--- src/rtl/prd_scan_ctrl.sv ---
`timescale 1ns/1ps
`default_nettype none
// ============================================================================
// Module   : prd_scan_ctrl
// Purpose  : Round-robin period-measurement scheduler. One shared period
//            datapath is time-multiplexed over NCH edge channels: a channel
//            is selected, armed on its first edge, then measured over a
//            WIN_CYC-cycle window. The maximum edge-to-edge period and the
//            number of periods seen are returned on a valid/ready port.
// Ports    : clk        - system clock (rising edge)
//            rst_n      - asynchronous active-low reset
//            start      - level: keep scanning while high
//            ch_mask    - per-channel enable, sampled when selecting
//            medge      - single-cycle edge pulses, one per channel
//            busy       - high whenever the scheduler is not idle
//            cur_ch     - channel currently selected
//            res_valid  - result available
//            res_ready  - consumer accepts result
//            res_ch     - channel index of result
//            res_prd    - maximum period in clk cycles (0 if none)
//            res_cnt    - number of periods measured
//            res_tmo    - no complete period measured
// Revision : 1.0 - initial release
// ============================================================================
module prd_scan_ctrl #(
   parameter int NCH     = 4,
   parameter int CW      = 32,
   parameter int WIN_CYC = 10_000_000
) (
   input  logic            clk,
   input  logic            rst_n,
   input  logic            start,
   input  logic [NCH-1:0]  ch_mask,
   input  logic [NCH-1:0]  medge,
   output logic            busy,
   output logic [2:0]      cur_ch,
   output logic            res_valid,
   input  logic            res_ready,
   output logic [2:0]      res_ch,
   output logic [CW-1:0]   res_prd,
   output logic [CW-1:0]   res_cnt,
   output logic            res_tmo
);

   localparam int            c_IW       = (NCH > 1) ? $clog2(NCH) : 1;
   localparam logic [CW-1:0] c_WIN_LAST = CW'(WIN_CYC - 1);

   typedef enum logic [2:0] {
      S_IDLE = 3'd0,
      S_SEL  = 3'd1,
      S_ARM  = 3'd2,
      S_MEAS = 3'd3,
      S_DONE = 3'd4
   } state_t;

   state_t          r_state;
   logic            r_first;     // no channel selected since reset
   logic [CW-1:0]   r_p_cnt;     // cycles since the last edge
   logic [CW-1:0]   r_win_cnt;   // position inside the arm / measurement window
   logic [CW-1:0]   r_prd_max;
   logic [CW-1:0]   r_edge_cnt;

   logic            w_edge;
   logic [2:0]      w_next_ch;
   int              w_base;
   logic [CW-1:0]   w_p_inc;
   logic [CW-1:0]   w_cnt_inc;
   logic [CW-1:0]   w_prd_nxt;
   logic [CW-1:0]   w_cnt_nxt;

   assign busy   = (r_state != S_IDLE);
   assign w_edge = medge[cur_ch[c_IW-1:0]];

   // Next enabled channel strictly after cur_ch, wrapping. Scanning from the
   // far end down lets the nearest candidate win. Before the first selection
   // the search starts just "after" NCH-1 so index 0 is considered first.
   always_comb begin
      w_next_ch = '0;
      w_base    = r_first ? (NCH - 1) : int'(cur_ch);
      for (int k = NCH; k >= 1; k--) begin
         if (ch_mask[c_IW'((w_base + k) % NCH)]) begin
            w_next_ch = 3'((w_base + k) % NCH);
         end
      end
   end

   // Saturating increments; the period sample of an edge is p_cnt+1.
   assign w_p_inc   = (r_p_cnt == '1)    ? r_p_cnt    : r_p_cnt + CW'(1);
   assign w_cnt_inc = (r_edge_cnt == '1) ? r_edge_cnt : r_edge_cnt + CW'(1);
   assign w_prd_nxt = (w_edge && (w_p_inc > r_prd_max)) ? w_p_inc : r_prd_max;
   assign w_cnt_nxt = w_edge ? w_cnt_inc : r_edge_cnt;

   always_ff @(posedge clk or negedge rst_n) begin
      if (!rst_n) begin
         r_state    <= S_IDLE;
         r_first    <= 1'b1;
         r_p_cnt    <= '0;
         r_win_cnt  <= '0;
         r_prd_max  <= '0;
         r_edge_cnt <= '0;
         cur_ch     <= '0;
         res_valid  <= 1'b0;
         res_ch     <= '0;
         res_prd    <= '0;
         res_cnt    <= '0;
         res_tmo    <= 1'b0;
      end else begin
         case (r_state)
            S_IDLE: begin
               if (start && (|ch_mask)) begin
                  r_state <= S_SEL;
               end
            end

            S_SEL: begin
               r_p_cnt    <= '0;
               r_win_cnt  <= '0;
               r_prd_max  <= '0;
               r_edge_cnt <= '0;
               if (|ch_mask) begin
                  cur_ch  <= w_next_ch;
                  r_first <= 1'b0;
                  r_state <= S_ARM;
               end else begin
                  r_state <= S_IDLE;
               end
            end

            // An edge on the last arm cycle still arms the measurement.
            S_ARM: begin
               if (w_edge) begin
                  r_p_cnt   <= '0;
                  r_win_cnt <= '0;
                  r_state   <= S_MEAS;
               end else if (r_win_cnt == c_WIN_LAST) begin
                  res_valid <= 1'b1;
                  res_ch    <= cur_ch;
                  res_prd   <= '0;
                  res_cnt   <= '0;
                  res_tmo   <= 1'b1;
                  r_state   <= S_DONE;
               end else begin
                  r_win_cnt <= r_win_cnt + CW'(1);
               end
            end

            // Results use the post-update values so an edge on the final
            // window cycle is included.
            S_MEAS: begin
               r_p_cnt    <= w_edge ? '0 : w_p_inc;
               r_prd_max  <= w_prd_nxt;
               r_edge_cnt <= w_cnt_nxt;
               if (r_win_cnt == c_WIN_LAST) begin
                  res_valid <= 1'b1;
                  res_ch    <= cur_ch;
                  res_prd   <= w_prd_nxt;
                  res_cnt   <= w_cnt_nxt;
                  res_tmo   <= (w_cnt_nxt == '0);
                  r_state   <= S_DONE;
               end else begin
                  r_win_cnt <= r_win_cnt + CW'(1);
               end
            end

            S_DONE: begin
               if (res_ready) begin
                  res_valid <= 1'b0;
                  r_state   <= start ? S_SEL : S_IDLE;
               end
            end

            default: begin
               r_state <= S_IDLE;
            end
         endcase
      end
   end

endmodule
`default_nettype wire
--- config.mk ---
export PLATFORM = sky130hd
export DESIGN_NAME = prd_scan_ctrl
export DESIGN_NICKNAME = d
export VERILOG_FILES = /design/src/rtl/prd_scan_ctrl.sv
export SDC_FILE = /design/constraint.sdc
export NUM_CORES = 1
export LEC_CHECK = 0
export BUFFER_PORTS_ARGS = -buffer_cell sky130_fd_sc_hd__buf_2
export CORE_ASPECT_RATIO = 1.25
export CORE_MARGIN = 2
export CORE_UTILIZATION = 40
export DETAILED_ROUTE_END_ITERATION = 10
export REMOVE_ABC_BUFFERS = 1
export SYNTH_ARGS = -nofsm -noshare
export SYNTH_HDL_FRONTEND = slang
export SYNTH_SLANG_ARGS = --single-unit
--- constraint.sdc ---
create_clock -name clk -period 11.4 [get_ports clk]
set_clock_uncertainty 0.05 [all_clocks]
set_input_delay 1.14 -clock clk [delete_from_list [all_inputs] [get_ports clk]]
set_output_delay 1.14 -clock clk [all_outputs]
set_load 0.01 [all_outputs]
==> flow_metrics.tcl <==
set metrics [dict create \
    run_status "finished clean" \
    async_reset_ff_share_pct 100 \
    switching_power_uw 953 \
    cts.clk_slew.worst_paths_ns 0.07 \
    drive_above_1_share_pct 11.5 \
    clockRootBuffer "clkbuf_16" \
    n_antenna_cell 0 \
    reg2regPathDepth 14 \
    gp_congestion 0.838 \
    dieWidth_um 158 \
    fin_cells 1772 \
    post_cts_buffers 0 \
    htreeDepth 1 \
    r2r_slack_ns 6.06 \
    io_buffers 82 \
    synth_edf_count 0 \
    synth_top_cell_area_share_pct 42.6 \
    ant_nets 0 \
    synth_seq_area_share_pct 42.9 \
    setup_viol 0 \
    cts_sinks 202 \
    cts_buffers 22 \
    io_pins 85 \
    rsz0062_at_grt "false" \
    worstMarginPinSlew_ns 1.14 \
    cts_tree "built" \
    drv_cap 0 \
    whs_path_depth 2 \
    slew_headroom_pct 23.8 \
    core_area_mm2 0.0292 \
    clock_latency_ns 0.52 \
    syn_inst 1335 \
    syn_area_mm2 0.0118 \
    start_util_pct 40.5 \
    p_int_mw 1.52 \
    cts_hold_buf 0 \
    avgViaCountPerCell 5.59 \
    grt-ovfl-total 0 \
    synth_top_cells_by_area "dfrtp_1 (43%), nand2_1 (6.9%), o21ai_0 (5.9%)" \
    cts_buffer_depth 3 \
    yosys.area.top_type "dfrtp_1" \
    p_leak_nw 5.88 \
    dpl.cell_count 1734 \
    comb_power_share_pct 30.9 \
    die_height_um 196 \
    finalHoldViolCount 0 \
    avgSynthCellArea_um2 8.84 \
    dr_total_vias 9909 \
    yosys_warnings 0 \
    worst_setup_path_start_kind "flop" \
    clkPwrFrac_pct 30.2 \
    crit_fanout 78 \
    grt_max_degree 87 \
    dr.pass1.iters 5 \
    rows 70 \
    hp-class "reg2reg" \
    fin_tns_setup_ns 0 \
    period_share_pct 46.9 \
    ys.flop_type "dfrtp_1" \
    grt_pass1_wl_mm 50.3 \
    slew_viol_final 0 \
    swShare_pct 38.5 \
    first_global_vias 9571 \
    peakVddDrop_v 0.000113 \
    wirelength_mm 30.2 \
    dieArea_mm2 0.0309 \
    max_freq_ghz 0.187 \
    seqPwrFrac_pct 38.9 \
    power_mw 2.48 \
    antenna_found_initial 2 \
    area_growth_pct 11.8 \
    wl_per_cell_um 17.0 \
    cp_data_arrival_time_ns 5.74 \
    synth.distinct_cells 74 \
    fillerInstances 2833 \
    first_iter_violations 792 \
    track_usage_pct 19.8 \
    synth_seq_cells 202 \
    required_ns 11.80 \
    worstSetupEndpointType "flop" \
    period_minus_slack_ns 5.34 \
    route.detailed.drc 0 \
    final_nets 1409 \
    hpwlAfterDp_mm 20.2 \
    crit_type "reg2reg" \
    post_cts_resized 0 \
    powerDensity_mw_per_mm2 188 \
]
area by class of cell:
class                           instances  area, um^2  area share (%)
Multi-Input combinational cell        999        6220            47.1
Sequential cell                       202        5060            38.3
Clock buffer                           33         673            5.10
Timing Repair Buffer                   93         502            3.80
Tap cell                              396         495            3.76
Inverter                               44         165            1.25
Clock inverter                          5        77.6           0.588
per-layer routing:
metal	track usage [%]	wire (um)
met5	0	12
met3	3.00	1440
met1	27.9	13900
met4	4.65	597
met2	32.2	14300
worst max-delay path, cell delays in order, from the launching register on:
cell and delay, ns:
dfrtp_1 0.44, and4_1 0.34, nand4_1 0.19, nor3_1 0.47
nand3_1 0.24, nor3_1 0.44, xor2_1 0.18, ha_1 0.34
nand4_1 0.12, nor4_1 0.56, a31oi_1 0.21, nor2b_1 0.19
a31o_4 0.50, o21ai_1 0.72, a22o_1 0.25
logic make-up (layout without fill, tap and decap cells):
kind of cell	after synthesis	after routing	share of synthesized area, %
AND/OR/NAND/NOR	514	514	20.9
AO/OA/AOI/OAI	338	338	18.8
flip-flops	202	202	42.9
buffers and inverters	135	175	4.77
XOR/XNOR	58	58	4.37
multiplexers	52	52	4.54
adder cells (fa/ha/maj)	35	35	3.71
other	1	2	0.0318
flip-flops by register name, summed over array words and instances, names as in the netlist:
| name | count |
|---|---|
| r_win_cnt | 32 |
| r_prd_max | 32 |
| r_state | 3 |
| res_cnt | 32 |
| res_prd | 32 |
| r_p_cnt | 32 |
| res_ch | 2 |
| res_valid | 1 |
| r_first | 1 |
| cur_ch | 2 |
| r_edge_cnt | 32 |
| res_tmo | 1 |
worst paths after layout:
| kind | to | startpoint |
|---|---|---|
| worst min-delay path | res_ch[0] | res_ch[0] |
| worst max register to register | r_prd_max[25] | r_p_cnt[3] |
| worst max-delay path | r_prd_max[25] | r_p_cnt[3] |
| min in group asynchronous | res_ch[1] | rst_n |
| max in group asynchronous | r_p_cnt[9] | rst_n |
| worst min register to register | res_ch[0] | res_ch[0] |
cell usage in the layout (no fill, tap or decap), drive strengths merged, types with 33 or more instances in the layout:
master and n:
nand2 218, dfrtp 201, o21ai 140, buf 92
nor2 87, nand3 59, mux2i 49, a21oi 44
inv 43, nand4 43, a22o 38, xnor2 36
ha 35, clkbuf 34, o31ai 33
power groups by stage:
stage / Combinational [mW] / Sequential [mW] / Clock (mW)
after global placement: 0.760 / 0.968 / 0
after CTS: 0.773 / 0.960 / 0.768
final: 0.765 / 0.963 / 0.749
after detailed placement: 0.773 / 0.971 / 0
after floorplan: 0.536 / 0.938 / 0
after global routing: 0.867 / 0.981 / 0.795
synth_stat cells (3+ instances only):
master / count
inv_1: 43
o31ai_1: 33
a21oi_1: 44
nand4_1: 41
a21o_1: 19
nor3_1: 26
and3_1: 14
nand3_1: 56
o21ai_0: 138
nor2b_1: 4
o311ai_0: 21
and4_1: 8
nor4_1: 14
buf_2: 9
or2_2: 3
nor4b_1: 5
nor2_1: 86
nand2_1: 218
buf_6: 3
o22ai_1: 7
nand2b_1: 6
dfrtp_1: 201
clkbuf_1: 68
or3_1: 7
nand3_2: 3
a22o_1: 38
buf_1: 5
and2_1: 8
ha_1: 35
mux2i_1: 49
a31oi_1: 10
xnor2_1: 35
xor2_1: 22
buf_4: 6
metrics by stage:
stage          hold slack, ns  util (%)  setup WS (ns)  area, um^2
2_1_floorplan           0.415         -           5.37       11400
3_3_place_gp            0.399      42.6           6.29       12400
3_5_place_dp            0.401      42.6           6.16       12400
4_1_cts                 0.415      45.2           6.13       13200
5_1_grt                 0.447      45.2           5.65       13200
6_report                0.413      45.2           6.06       13200
Note: power is estimated with default switching activity, not from simulation.
